`src/rtl/rdma_arm_query_arb.sv`:
```
// Round-robin arbiter for CQ/EQ arm queries onto the UAR arm-table ports.
// Fixed 3-cycle response latency, one query per port every other cycle.
module rdma_arm_query_arb #(
  parameter int N_REQ = 4,
  parameter int NUM_W = 32
) (
  input  logic                   clk,
  input  logic                   rst_n,
  input  logic [N_REQ-1:0]       req_valid,
  input  logic [N_REQ-1:0]       req_is_eq,
  input  logic [N_REQ*NUM_W-1:0] req_num,
  output logic [N_REQ-1:0]       req_ready,
  output logic [N_REQ-1:0]       resp_valid,
  output logic [N_REQ-1:0]       resp_armed,
  output logic                   cq_ren,
  output logic [NUM_W-1:0]       cq_num,
  input  logic                   cq_dout_reg,
  output logic                   eq_ren,
  output logic [NUM_W-1:0]       eq_num,
  input  logic                   eq_dout_reg,
  output logic                   busy
);

  localparam int IW = (N_REQ > 1) ? $clog2(N_REQ) : 1;
  typedef logic [IW-1:0] idx_t;

  // port index 0 is CQ, 1 is EQ
  idx_t             ptr  [2];
  logic             ren_q[2];
  logic [NUM_W-1:0] num_q[2];
  logic [2:0]       tv   [2];
  idx_t             ti   [2][3];
  logic             arm3 [2];

  logic [N_REQ-1:0] cand [2];
  logic [IW:0]      pick [2];
  logic [1:0]       hit;
  idx_t             sel  [2];
  logic [N_REQ-1:0] gnt  [2];
  logic [1:0]       dout;

  function automatic logic [IW:0] rr_pick(
    input logic [N_REQ-1:0] c,
    input idx_t             p
  );
    logic [IW:0] r;
    int          k;
    r = '0;
    for (int j = N_REQ - 1; j >= 0; j--) begin
      k = (int'(p) + j) % N_REQ;
      if (c[k]) r = {1'b1, idx_t'(k)};
    end
    return r;
  endfunction

  function automatic idx_t nxt_ptr(input idx_t s);
    return (s == idx_t'(N_REQ - 1)) ? '0 : s + idx_t'(1);
  endfunction

  function automatic logic [NUM_W-1:0] get_num(input idx_t s);
    return req_num[int'(s)*NUM_W +: NUM_W];
  endfunction

  assign cand[0] = req_valid & ~req_is_eq;
  assign cand[1] = req_valid & req_is_eq;
  assign dout    = {eq_dout_reg, cq_dout_reg};

  // a port that issued last cycle (ren_q) is blocked this cycle
  always_comb begin
    for (int p = 0; p < 2; p++) begin
      pick[p] = rr_pick(cand[p], ptr[p]);
      sel[p]  = pick[p][IW-1:0];
      hit[p]  = pick[p][IW] & ~ren_q[p];
      gnt[p]  = '0;
      if (hit[p]) gnt[p][sel[p]] = 1'b1;
    end
  end

  assign req_ready = gnt[0] | gnt[1];

  always_ff @(posedge clk or negedge rst_n) begin
    if (!rst_n) begin
      for (int p = 0; p < 2; p++) begin
        ptr[p]   <= '0;
        ren_q[p] <= 1'b0;
        num_q[p] <= '0;
        tv[p]    <= '0;
        arm3[p]  <= 1'b0;
        for (int s = 0; s < 3; s++) ti[p][s] <= '0;
      end
    end else begin
      for (int p = 0; p < 2; p++) begin
        ren_q[p] <= hit[p];
        if (hit[p]) begin
          ptr[p]   <= nxt_ptr(sel[p]);
          num_q[p] <= get_num(sel[p]);
        end
        tv[p]    <= {tv[p][1:0], hit[p]};
        ti[p][0] <= sel[p];
        ti[p][1] <= ti[p][0];
        ti[p][2] <= ti[p][1];
        if (tv[p][1]) arm3[p] <= dout[p];
      end
    end
  end

  always_comb begin
    resp_valid = '0;
    resp_armed = '0;
    for (int p = 0; p < 2; p++) begin
      if (tv[p][2]) begin
        resp_valid[ti[p][2]] = 1'b1;
        resp_armed[ti[p][2]] = resp_armed[ti[p][2]] | arm3[p];
      end
    end
  end

  assign cq_ren = ren_q[0];
  assign cq_num = num_q[0];
  assign eq_ren = ren_q[1];
  assign eq_num = num_q[1];
  assign busy   = (|tv[0]) | (|tv[1]);

endmodule

```
`config.mk`:
```
export PLATFORM = sky130hd
export DESIGN_NAME = rdma_arm_query_arb
export DESIGN_NICKNAME = d
export VERILOG_FILES = /design/src/rtl/rdma_arm_query_arb.sv
export SDC_FILE = /design/constraint.sdc
export NUM_CORES = 1
export LEC_CHECK = 0
export ABC_AREA = 1
export CAP_MARGIN = 10
export CORE_ASPECT_RATIO = 0.5
export CORE_UTILIZATION = 40
export CTS_CLUSTER_DIAMETER = 30
export DETAILED_ROUTE_END_ITERATION = 12
export GPL_ROUTABILITY_DRIVEN = 0
export MAX_ROUTING_LAYER = met4
export PLACE_DENSITY = 0.77
export SLEW_MARGIN = 40
export SYNTH_ARGS = -nofsm -noshare
export SYNTH_HDL_FRONTEND = slang
export SYNTH_SLANG_ARGS = --single-unit
export TNS_END_PERCENT = 100
```
`constraint.sdc`:
```
create_clock -name clk -period 2 [get_ports clk]
set_clock_uncertainty 0.1 [all_clocks]
set_input_delay 0.3 -clock clk [delete_from_list [all_inputs] [get_ports clk]]
set_output_delay 0.3 -clock clk [all_outputs]
set_load 0.005 [all_outputs]
```
==> flow_summary.yaml <==
layout:
  antenna_cells_inserted: 0
  nets: 1460
  final_cell_mix: "410 x nand2_1, 261 x nand3_1, 202 x clkdlybuf4s50_1"
  finish.utilization_pct: 63.8
  areaGrowthSynthToFinish_pct: 53.0
  fin_area_um2: 10000
  final_common_cell: "nand2_1"
  final_cells: 1542
  drive_above_1_share_pct: 15.1
worst_setup_path:
  end_kind: "primary output"
  startpoint: "req_is_eq[3]"
  ff2ff_setup_slack_ns: -0.38
  worstPathRequired_ns: 1.60
  path_class: "input port to primary output"
  crit_path_max_fanout: 3
  timing.rr.start: "ptr[2]"
  r2r_cells: 15
  endpoint: "req_ready[3]"
  slowest_delay_ns: 0.51
  start_kind: "input port"
  crit_arrival_ns: 2.09
  cp_num_cells: 13
  cp_top_family: "simple AND/OR/NAND/NOR gates"
  cpMostUsedCell: "nand2_2"
  reg2reg_to: "cq_num[25]"
  critPathBufInv: 2
  cpMaxStageDelayCell: "clkdlybuf4s50_1"
  path_cells: "clkdlybuf4s50_1 -> nand2_1 -> o21ai_2 -> nand2_2 -> nand2_2 -> nand2_4 -> nand2_2 -> nand2_4 -> nand2_2 -> ha_2 -> nand2_1 -> o21ai_1 -> buf_2"
run_status:
  status: "finished, violations left"
  violations: "negative setup slack"
timing:
  slew-limit-headroom_pct: 63.5
  finalHoldViolCount: 0
  layout_setup_ws_ns: -0.487
  tightest_slew_ns: 0.548
  rsz0062_at_grt: "true"
  fmax_mhz: 402
  setup_viol: 73
  maxSlewViolCount: 0
  period_share_pct: 124
  finalCriticalPeriod_ns: 2.49
hold_path:
  hp-start: "ti[10]"
  hp-class: "register to register"
detailed_routing:
  wl_met3_um: 2550
  drc_errors: 0
  first_pass_iters: 6
  vias: 8234
  routed_wl_um: 25800
  vias_per_cell: 5.34
  ant_nets: 0
  post_drt_wl_per_cell_um: 16.8
  met2_length_um: 12400
  m1WireLength_um: 10000
  drt-initial-drc-count: 773
  dr.max_layer_used: "met4"
floorplanning:
  initial_core_util_pct: 41.7
  die_w_um: 183
  rows: 32
  design.die.area_um2: 16900
  dieHeight_um: 92.5
  num_io_pins: 219
  core_um2: 15700
clock_network:
  clock_latency_ns: 0.35
  cts.htree.levels: 3
  numCtsBuffers: 9
  cts.sinks: 88
  root_buffer: "clkbuf_16"
  clock_path_buffers: 2
  tritoncts: "done"
  clkTransAtPathRegs_ns: 0.06
power:
  vdd_drop_max_uv: 1620
  power.density_nw_per_um2: 1850
  total_power_mw: 18.5
  p_leak_nw: 5.38
global_routing:
  grt_pass1_vias: 7835
  grt_use_total_pct: 28.4
  grt_overflow: 0
  grt_pass1_wl_um: 37400
  grt_max_degree: 65
  antenna_found_initial: 0
yosys:
  ys_ff_latch: 88
  ys_types: 27
  synth_area_per_cell_um2: 6.02
  synth.yosys.seq_area_share_pct: 33.6
  synthCells: 1088
  synth_fp_nets: 1230
  syn_area_um2: 6550
  ys_warn_count: 0
flow_run:
  max_cap_violations: 0
placement:
  dp_cells: 1501
  port_buffers: 218
  detailed_place_hpwl_um: 16000
  placed_area_um2: 8980
[cells by family (layout without fill, tap and decap cells)]
| logic type | Yosys count | count (layout) | share of synthesized area [%] |
|---|---|---|---|
| compound gates | 19 | 19 | 1.55 |
| xor+xnor | 3 | 3 | 0.516 |
| fa+ha+maj | 2 | 2 | 0.382 |
| buf+inv | 229 | 462 | 15.1 |
| flops | 88 | 88 | 33.6 |
| mux | 1 | 1 | 0.172 |
| simple gates | 746 | 746 | 48.7 |
[worst register-to-register path: stages (launching register included)]
cell,delay (ns)
dfrtp_2,0.50
inv_4,0.15
nand3_2,0.08
nand2_2,0.10
nand2_2,0.08
nand2_2,0.08
inv_2,0.05
nand2_4,0.08
nand2_4,0.06
nand2_4,0.07
clkbuf_8,0.41
nand3_1,0.17
nand3_1,0.12
nand2_1,0.10
nand2_1,0.07
nand2_1,0.04
[cells in the mapped netlist (all sizes together)]
cell | count | area, µm²
nand2 | 450 | 1700
mux2 | 1 | 11.3
ha | 2 | 25.0
nor4 | 1 | 6.26
nand3 | 278 | 1400
clkbuf | 13 | 48.8
o31ai | 1 | 7.51
xnor2 | 2 | 25.0
a21oi | 3 | 15.0
buf | 57 | 343
inv | 159 | 597
or2 | 2 | 12.5
o21a | 1 | 7.51
o22ai | 1 | 6.26
xor2 | 1 | 8.76
nor2 | 9 | 33.8
o21ai | 13 | 65.1
nor3 | 6 | 30.0
dfrtp | 88 | 2200
[where the power goes]
group / leakage (nW) / internal [mW] / total, mW / switching (mW)
combinational: 4.17 / 5.68 / 13.6 / 7.90
sequential: 1.07 / 2.73 / 3.36 / 0.627
clock: 0.130 / 0.857 / 1.58 / 0.721
[per-layer routing]
layer  global-route usage, %  up-vias
li1                        -     3834
met1                    33.8     3796
met2                    48.5      514
met3                    4.84       90
met4                    10.5        0
met5                       -        -
[layout make-up]
type / instances / area [µm²]
fillers: 1350 / 5670
inverters: 159 / 609
flip-flops and latches: 88 / 2210
well taps: 221 / 277
multi-input cells: 771 / 3750
clock buffers: 10 / 239
repair buffers: 289 / 2910
clock inverters: 4 / 22.5
[state kept, by name (all words and copies together) (netlist names)]
| register | flops |
|---|---|
| cq_num | 32 |
| eq_num | 32 |
| ti | 12 |
| tv | 6 |
| ptr | 4 |
| arm3 | 2 |
[worst min path at each step]
stage                      end  slack (ns)  depth (start not counted)
floorplan              arm3[0]        -0.1                          0
global placement    eq_num[10]        0.16                          1
detailed placement  eq_num[10]        0.17                          1
CTS                      ti[8]        0.25                          0
global route             ti[3]        0.27                          0
finish                   ti[8]        0.25                          0
[per-stage QoR]
step	setup slack [ns]	hold WS [ns]	TNS, ns
after global routing	-0.595	0.266	-27.69
final	-0.487	0.250	-20.23
after detailed placement	-0.775	0.165	-43.06
after floorplan	-0.0347	-0.0956	-0.0673
after global placement	-0.713	0.157	-36.49
after CTS	-0.399	0.248	-19.52
[timing repair]
| action | 4_1_cts | 5_1_grt |
|---|---|---|
| cloned | 0 | 8 |
| hold buffers | 1 | 0 |
| pin swaps | 26 | 25 |
| hold endpoints to repair | 25 | 0 |
| setup endpoints to repair | 78 | 78 |
| setup buffers | 15 | 9 |
| gates resized for setup | 98 | 83 |
Note: power is estimated with default switching activity, not from simulation.
